$ cat config.mk
export PLATFORM = sky130hd
export DESIGN_NAME = equiv_result_monitor
export DESIGN_NICKNAME = d
export VERILOG_FILES = /design/src/rtl/equiv_cmp_pkg.sv /design/src/rtl/out_case_diff.sv /design/src/rtl/equiv_result_monitor.sv
export SDC_FILE = /design/constraint.sdc
export NUM_CORES = 1
export LEC_CHECK = 0
export ABC_AREA = 1
export BUFFER_PORTS_ARGS = -buffer_cell sky130_fd_sc_hd__buf_2
export CORE_MARGIN = 1
export CORE_UTILIZATION = 35
export DETAILED_ROUTE_END_ITERATION = 16
export PLACE_DENSITY = 0.57
export SLEW_MARGIN = 0
export SYNTH_ARGS = -nofsm -noshare
export SYNTH_HDL_FRONTEND = slang
export SYNTH_HIERARCHICAL = 1
export SYNTH_SLANG_ARGS = --single-unit
export TNS_END_PERCENT = 50
$ cat constraint.sdc
create_clock -name clk -period 2 [get_ports clk]
set_input_delay 0.3 -clock clk [delete_from_list [all_inputs] [get_ports clk]]
set_output_delay 0.3 -clock clk [all_outputs]
set_load 0.02 [all_outputs]
$ cat src/rtl/equiv_cmp_pkg.sv
// Shared constants, stimulus layout and FSM states for the spec/impl equivalence monitor.
package equiv_cmp_pkg;

  localparam int NUM_OUTS = 5;
  localparam int OUT_W    = 4;
  localparam int VEC_W    = 12;
  localparam int OUTS_W   = NUM_OUTS * OUT_W;

  // Field order mirrors how the vector is driven onto both dut instances.
  typedef struct packed {
    logic [3:0] a;
    logic [3:0] n1;
    logic [3:0] n2;
  } stim_t;

  typedef enum logic [1:0] {
    S_IDLE,
    S_SETTLE,
    S_CHECK,
    S_DONE
  } state_t;

endpackage

$ cat src/rtl/out_case_diff.sv
// Per-output 4-state case-inequality between the spec and impl result buses.
module out_case_diff
  import equiv_cmp_pkg::*;
(
  input  logic [OUTS_W-1:0]   spec_i,
  input  logic [OUTS_W-1:0]   impl_i,
  output logic [NUM_OUTS-1:0] mask_o
);

  // Any x/z difference flags a mismatch, exactly as a === check would.
  always_comb begin
    mask_o = '0;
    for (int k = 0; k < NUM_OUTS; k++) begin
      mask_o[k] = (impl_i[k*OUT_W +: OUT_W] !== spec_i[k*OUT_W +: OUT_W]);
    end
  end

endmodule

$ cat src/rtl/equiv_result_monitor.sv
// Accepts one stimulus vector at a time, waits for the duts to settle, compares
// their outputs, and keeps pass/fail statistics plus the first failing vector.
module equiv_result_monitor
  import equiv_cmp_pkg::*;
#(
  parameter int          SETTLE   = 2,
  parameter int unsigned NUM_VECS = 1000000,
  parameter int          CNT_W    = 32
) (
  input  logic                clk,
  input  logic                reset,
  input  logic                vec_valid,
  output logic                vec_ready,
  input  logic [VEC_W-1:0]    vec,
  input  logic [OUTS_W-1:0]   spec_o,
  input  logic [OUTS_W-1:0]   impl_o,
  output logic                chk_valid,
  output logic                chk_ok,
  output logic [NUM_OUTS-1:0] chk_mask,
  output logic [CNT_W-1:0]    vec_cnt,
  output logic [CNT_W-1:0]    fail_cnt,
  output logic [VEC_W-1:0]    first_fail_vec,
  output logic [NUM_OUTS-1:0] first_fail_mask,
  output logic                any_fail,
  output logic                done
);

  localparam logic [3:0]       SETTLE_INIT = 4'(SETTLE - 1);
  localparam logic [CNT_W-1:0] LAST_VEC    = CNT_W'(NUM_VECS);

  state_t              state_q, state_d;
  logic [3:0]          settle_cnt_q, settle_cnt_d;
  stim_t               vec_q, vec_d;
  logic                vec_ready_q, vec_ready_d;
  logic                chk_valid_q, chk_valid_d;
  logic                chk_ok_q, chk_ok_d;
  logic [NUM_OUTS-1:0] chk_mask_q, chk_mask_d;
  logic [CNT_W-1:0]    vec_cnt_q, vec_cnt_d;
  logic [CNT_W-1:0]    fail_cnt_q, fail_cnt_d;
  logic [VEC_W-1:0]    ff_vec_q, ff_vec_d;
  logic [NUM_OUTS-1:0] ff_mask_q, ff_mask_d;
  logic                any_fail_q, any_fail_d;
  logic                done_q, done_d;

  logic [NUM_OUTS-1:0] mask;
  logic [CNT_W-1:0]    vec_inc;

  out_case_diff u_diff (
    .spec_i (spec_o),
    .impl_i (impl_o),
    .mask_o (mask)
  );

  assign vec_inc = vec_cnt_q + CNT_W'(1);

  always_comb begin
    state_d      = state_q;
    settle_cnt_d = settle_cnt_q;
    vec_d        = vec_q;
    chk_valid_d  = 1'b0;
    chk_ok_d     = chk_ok_q;
    chk_mask_d   = chk_mask_q;
    vec_cnt_d    = vec_cnt_q;
    fail_cnt_d   = fail_cnt_q;
    ff_vec_d     = ff_vec_q;
    ff_mask_d    = ff_mask_q;
    any_fail_d   = any_fail_q;
    done_d       = done_q;

    case (state_q)
      S_IDLE: begin
        if (vec_valid && vec_ready_q) begin
          vec_d        = stim_t'(vec);
          settle_cnt_d = SETTLE_INIT;
          state_d      = S_SETTLE;
        end
      end
      S_SETTLE: begin
        if (settle_cnt_q == 4'd0) begin
          state_d = S_CHECK;
        end else begin
          settle_cnt_d = settle_cnt_q - 4'd1;
        end
      end
      S_CHECK: begin
        chk_valid_d = 1'b1;
        chk_mask_d  = mask;
        chk_ok_d    = (mask == '0);
        vec_cnt_d   = vec_inc;
        if (mask != '0) begin
          if (fail_cnt_q != '1) begin
            fail_cnt_d = fail_cnt_q + CNT_W'(1);
          end
          // Only the first failure is kept for debug; later ones just count.
          if (!any_fail_q) begin
            ff_vec_d   = vec_q;
            ff_mask_d  = mask;
            any_fail_d = 1'b1;
          end
        end
        if (vec_inc == LAST_VEC) begin
          state_d = S_DONE;
          done_d  = 1'b1;
        end else begin
          state_d = S_IDLE;
        end
      end
      S_DONE: begin
        state_d = S_DONE;
      end
      default: begin
        state_d = S_IDLE;
      end
    endcase

    vec_ready_d = (state_d == S_IDLE);
  end

  // Registered ready keeps it low while reset is held and for the first cycle after.
  always_ff @(posedge clk) begin
    if (reset) begin
      state_q      <= S_IDLE;
      settle_cnt_q <= 4'd0;
      vec_q        <= '0;
      vec_ready_q  <= 1'b0;
      chk_valid_q  <= 1'b0;
      chk_ok_q     <= 1'b0;
      chk_mask_q   <= '0;
      vec_cnt_q    <= '0;
      fail_cnt_q   <= '0;
      ff_vec_q     <= '0;
      ff_mask_q    <= '0;
      any_fail_q   <= 1'b0;
      done_q       <= 1'b0;
    end else begin
      state_q      <= state_d;
      settle_cnt_q <= settle_cnt_d;
      vec_q        <= vec_d;
      vec_ready_q  <= vec_ready_d;
      chk_valid_q  <= chk_valid_d;
      chk_ok_q     <= chk_ok_d;
      chk_mask_q   <= chk_mask_d;
      vec_cnt_q    <= vec_cnt_d;
      fail_cnt_q   <= fail_cnt_d;
      ff_vec_q     <= ff_vec_d;
      ff_mask_q    <= ff_mask_d;
      any_fail_q   <= any_fail_d;
      done_q       <= done_d;
    end
  end

  assign vec_ready       = vec_ready_q;
  assign chk_valid       = chk_valid_q;
  assign chk_ok          = chk_ok_q;
  assign chk_mask        = chk_mask_q;
  assign vec_cnt         = vec_cnt_q;
  assign fail_cnt        = fail_cnt_q;
  assign first_fail_vec  = ff_vec_q;
  assign first_fail_mask = ff_mask_q;
  assign any_fail        = any_fail_q;
  assign done            = done_q;

endmodule

==> metrics, run 1 <==
Post-synth EDFFs 0; Setup Skew 0.008003 ns; CTS tree done; clk slew on worst S/H paths 0.07 ns; Synth area leaders dfxtp_1 36%, nand2_1 16%, nor2_1 10%; total CTS buffers 9; Util after Layout 47.95%; post-layout minimum cycle time 1.989 ns; Max IR drop VDD 414.1 uV; top cell type's share of synthesized area 36.41%; Worst R2R Path Depth 16; die extent in y 132.9 um; CP arrival 2.29 ns; synthesized cell area 5993 um2; final setup vio count 0; dpl hpwl 12950 um; Min-Delay Path Class primary input to flip-flop; commonest non-fill, non-tap cell in the layout nand2_1; Tot GR Track Use 20.09%; fraction of layout cells with a size suffix above 1 24.98%; Final Cell Area 7980 um2; RSZ-0062 raised after global routing true; first-pass GRT wire length 28600 um; Routed WL 17260 um; clock root cell clkbuf_16; DR WL/cell 12.25 um; Max-slew headroom 65.68%; Leak 3.840 nW; reg2reg setup slack 0.01 ns; initial DRC count 423; CP Capture Type flip-flop; critical path fanouts, max 4; crit start category flip-flop; Inst Count DP 1387; Routability Congestion 0.9176; via/cell ratio 4.668; max_cap viols 0; Clock Tree Buf Depth 2; Die ar. 17650 um2; ANT nets after route 0; Yosys Warn Count 6; Yosys cell types 33; Layout area overhead 33.15%; Seq/Total Area, Yosys 36.41%; Fillers 1756; clk sink count 109; core footprint 16640 um2; 1st-pass router iterations 6; most frequent cells in the layout 250 x nand2_1, 157 x nor2_1, 147 x inv_1; Ant. Diodes 0; synthesized instance count 975; area leader, netlist dfxtp_1; DP Worst Slack -0.2960 ns; H-tree Lvls 3; Skew-Pair Late Insertion Delay 0.36 ns; WHS Path Cells 3; outcome completed; DRC violations left 0; initial antenna violation count 0; Setup TNS 0 ns; Mapped Nets 1034; Pwr Density 605.7 nW/um2; Starting Density 36.01%; Layout Nets 1244; Finished Layout Cells 1409; syn avg cell area 6.147 um2; cts hold-fix bufs 0; number of global-route vias before repair 5954; critical path class flip-flop to flip-flop; DP Area 7472 um2; Tcrit/Tclk final 99.45%; WP data required 2.30 ns; ys async rst share 0%; Max Freq 502.8 MHz; number of port buffers 145; Synth Flop Type dfxtp_1; floorplan row count 47; Yosys reg bits 109; Die Width 132.9 um; final worst slack 0.01100 ns; Worst Max-Slew Pin Slew 0.5101 ns; Vias 6577; pin count of the biggest net entering global routing 46; total gr overflow 0; max-slew violation count 0; final count of hold timing violations 0; # IOs 146
==> cell usage after synthesis (all sizes together), types with 6 or more instances <==
library cell    n
clkbuf         20
nor4            6
a21oi          54
nor3           24
nand3          33
xor2           10
nand4          18
nand2         260
nor2          175
o21ai          79
o211ai          7
dfxtp         109
inv           152
==> worst max-delay path, stage by stage, from the launching register on <==
cell	delay, ns
dfxtp_2	0.36
ha_4	0.16
nand2_4	0.05
nor2_4	0.14
nand2_2	0.10
nor2_4	0.14
buf_6	0.12
nand2_2	0.04
nand2_1	0.06
nand2_1	0.08
nor2_2	0.14
nand2_1	0.08
nor2_2	0.12
nand3_2	0.14
nand4_1	0.10
nand2_1	0.05
inv_1	0.05
==> per-layer routing <==
metal	GRT usage (%)	vias to the layer above	part of all wire (%)
met1	26.50	2922	48
li1	-	3466	-
met3	5.326	11	6.1
met4	4.534	0	1.0
met2	32.58	178	45
met5	0	-	0
==> through the flow <==
step / hold WS [ns] / total power, mW
CTS: 0.1832 / 4.882
global placement: 0.4516 / 3.146
finish: 0.1946 / 4.834
detailed placement: 0.4651 / 3.154
floorplan: 0.4495 / 2.859
global route: 0.2038 / 5.110
==> flip-flops by register name, indices dropped and copies added, names as in the netlist <==
register and count:
chk_ok 1, vec_cnt 32, first_fail_vec 12, vec_q 12, fail_cnt 32, chk_mask 5, state_q 2, done 1
vec_ready 1, chk_valid 1, any_fail 1, first_fail_mask 5, settle_cnt_q 4
==> power breakdown <==
| part | leakage (nW) | total (mW) | switching (mW) | internal [mW] |
|---|---|---|---|---|
| logic | 2.83 | 0.749 | 0.455 | 0.293 |
| clock network | 0.127 | 1.72 | 0.843 | 0.876 |
| registers | 0.887 | 2.37 | 0.0863 | 2.28 |
| total | 3.84 | 4.83 | 1.38 | 3.45 |
==> path summary, 6_finish.rpt <==
kind,start,to
setup / recovery,vec_cnt[1],state_q[0]
setup reg to reg,vec_cnt[1],state_q[0]
hold reg to reg,vec_q[8],vec_q[8]
hold / removal,vec[0],vec_q[0]
==> layout make-up <==
class	count	area (um2)	share of cell area [%]
clock buffer	10	239.0	2.995
clock inverter	5	36.28	0.4547
inverter	153	574.3	7.197
multi-input combinational	688	3292	41.25
sequential	109	2192	27.47
tap	220	275.3	3.449
timing repair buffer	224	1371	17.18
==> cell families after synthesis <==
family                     after synthesis  share of synthesized area (%)
and+or+nand+nor                        527                          37.14
buffers and inverters                  178                          11.25
AOI/OAI and AO/OA                      145                          12.61
DFF                                    109                          36.41
xor gates and xnor gates                12                          1.754
adders and majority gates                4                         0.8351
==> what timing repair did <==
action,CTS,global route
gates resized for setup,2,49
endpoints found under the setup margin,10,23
buffers inserted,1,6
pin swaps,1,21
hold endpoints to repair,0,0
No activity file was read; power rests on OpenSTA's default activity.
==> run 2, diff against run 1 <==
ABC_AREA = unset   (was 1)
BUFFER_PORTS_ARGS = unset   (was -buffer_cell sky130_fd_sc_hd__buf_2)
CTS_CLUSTER_SIZE = 10   (was unset)
DONT_BUFFER_PORTS = 1   (was unset)
PLACE_DENSITY = 0.5   (was 0.57)
==> run 2 against run 1 <==
The flow now finishes with violations (negative setup slack). Die area down 12%. Register-to-register slack worse by 0.45 ns. Wire length down 16%. Power down 16%. Area after synthesis down 12%. Synthesized cell count down 32%. Flip-flop and latch count unchanged. Highest routed layer unchanged.
==> metrics, run 2 <==
combinational share of power 4.6%; Layout Nets 845; die extent in y 124.6 um; Setup Skew 0.006457 ns; max-slew violation count 0; worst path cell trace ha_4 -> nand3_4 -> nor4_4 -> nand4_1 -> a32o_1 -> or4_1 -> or4_4 -> o32ai_2; Pwr Density 576.6 nW/um2; reg2reg setup slack -0.44 ns; Routed WL 14520 um; Seq/Total Area, Yosys 41.45%; Synth Flop Type dfxtp_1; Leak 2.615 nW; WP data required 2.26 ns; Die Width 124.6 um; Max Freq 409.3 MHz; area leader, netlist dfxtp_1; dpl hpwl 10620 um; Mapped Nets 718; final worst slack -0.4430 ns; syn avg cell area 7.988 um2; clk slew on worst S/H paths 0.07 ns; Slowest Stage Delay on Critical Path 0.47 ns; Skew-Pair Late Insertion Delay 0.35 ns; failing checks negative setup slack; CP arrival 2.70 ns; Clock Power Share 40.6%; Final Cell Area 7071 um2; Hold Worst Slack 0.01479 ns; Post-synth EDFFs 0; final setup vio count 4; DP Area 6548 um2; crit-path leading delay family simple AND/OR/NAND/NOR gates; Starting Density 36.08%; Vias 4822; initial DRC count 169; Switching Share 22.54%; Finished Layout Cells 975; RSZ-0062 raised after global routing true; synthesized cell area 5264 um2; top cell type's share of synthesized area 41.45%; total CTS buffers 9; DRC violations left 0; clock root cell clkbuf_16; # IOs 146; Inst Count DP 949; crit start category flip-flop; critical path fanouts, max 4; most common cell in the netlist dfxtp_1; Yosys Warn Count 6; H-tree Lvls 3; slowest CP cell or4_4; Tot GR Track Use 18.39%; via/cell ratio 4.946; commonest non-fill, non-tap cell in the layout buf_4; number of port buffers 0; Synth area leaders dfxtp_1 41%, xnor2_1 10%, nand2_1 7.6%; number of global-route vias before repair 4671; initial antenna violation count 0; fraction of layout cells with a size suffix above 1 29.08%; CP Capture Type flip-flop; Bufs and invs on worst path 0; total power 4.077 mW; Die ar. 15530 um2; outcome complete, but fails checks; total gr overflow 0; synthesized instance count 659; Max IR drop VDD 419.7 uV; ys async rst share 0%; Tcrit/Tclk final 122.1%; Setup TNS -1.699 ns; Power Internal 3.158 mW; total net switching power 0.9191 mW; clk sink count 109; 1st-pass router iterations 4; DR WL/cell 14.89 um; Worst Max-Slew Pin Slew 0.8267 ns; floorplan row count 44; post-layout minimum cycle time 2.443 ns; Min-Delay Path Class primary input to flip-flop; Yosys reg bits 109; Routability Congestion 0.8290; Ant. Diodes 0; ANT nets after route 0; final count of hold timing violations 0; first-pass GRT wire length 23400 um; Sequential Power Share 54.8%; Yosys cell types 46; top cells by count, synth 109 x dfxtp_1, 107 x nand2_1, 98 x nor2_1; most frequent cells in the layout 142 x buf_4, 105 x nand2_1, 95 x nor2_1; pin count of the biggest net entering global routing 112; Max-slew headroom 44.71%; max_cap viols 0; Clock Tree Buf Depth 2; CTS tree done; Layout area overhead 34.32%; critical path class flip-flop to flip-flop; core footprint 14590 um2
==> run 2: cell types whose count changed in the layout (fill, tap and decap cells not counted), sizes merged, moves of 10 or more <==
cell,before,now
a21oi,54,44
buf,224,146
inv,152,14
nand2,260,107
nand3,33,23
nand4,18,29
nor2,175,98
o21ai,79,5
or3,0,10
xnor2,2,62
xor2,10,31
==> run 2: power by group through the flow <==
stage | Sequential [mW] | Clock (mW) | Combinational [mW]
finish | 2.23 | 1.66 | 0.187
global route | 2.24 | 1.82 | 0.211
CTS | 2.23 | 1.72 | 0.175
detailed placement | 2.29 | 0 | 0.174
global placement | 2.29 | 0 | 0.170
floorplan | 2.28 | 0 | 0.153
==> run 2: layout make-up <==
| class | instances | area (um2) |
|---|---|---|
| flip-flops and latches | 109 | 2228 |
| multi-input cells | 504 | 3141 |
| repair buffers | 148 | 1149 |
| well taps | 184 | 230.2 |
| inverters | 14 | 52.55 |
| clock inverters | 4 | 23.77 |
| clock buffers | 12 | 246.5 |
| fillers | 1394 | 7518 |
==> run 2: per-stage QoR <==
stage	setup slack, ns	utilization [%]
2_1_floorplan	-0.5444	-
3_3_place_gp	-0.3871	44.88
3_5_place_dp	-0.4459	44.88
4_1_cts	-0.4633	47.14
5_1_grt	-0.5426	48.46
6_report	-0.4430	48.46
==> run 2: kinds of logic after synthesis <==
| logic type | after synthesis | synth area share, % |
|---|---|---|
| adder cells (fa/ha/maj) | 4 | 0.9508 |
| XOR/XNOR | 93 | 15.47 |
| multiplexers | 3 | 0.5705 |
| buffers and inverters | 46 | 3.423 |
| AO/OA/AOI/OAI | 73 | 8.129 |
| flip-flops | 109 | 41.45 |
| AND/OR/NAND/NOR | 331 | 30.00 |
==> run 2: what timing repair did <==
item | 4_1_cts | 5_1_grt
setup buffers | 3 | 6
gates resized for setup | 5 | 34
pin swaps | 6 | 15
endpoints found under the setup margin | 9 | 46
hold buffers | 0 | 2
endpoints found under the hold margin | 0 | 19
==> run 2: routing by layer <==
metal	GRT usage (%)	wire length (um)
met4	6.378	283
met1	23.06	6682
met5	0	0
met3	5.670	847
met2	29.67	6708
==> run 2: worst register-to-register path, cell delays in order (launching register included) <==
cell and delay [ns]:
dfxtp_4 0.37, ha_4 0.15, nand3_4 0.10, nor4_4 0.24, nand4_1 0.14, a32o_1 0.23
or4_1 0.40, or4_4 0.47, o32ai_2 0.27
==> run 2: final timing paths <==
check                           startpoint                 to  cells after the start
worst max-delay path            vec_cnt[0]         state_q[0]                      8
worst min-delay path                 reset  first_fail_vec[9]                      1
worst max register to register  vec_cnt[0]         state_q[0]                      8
worst min register to register    vec_q[7]           vec_q[7]                      2
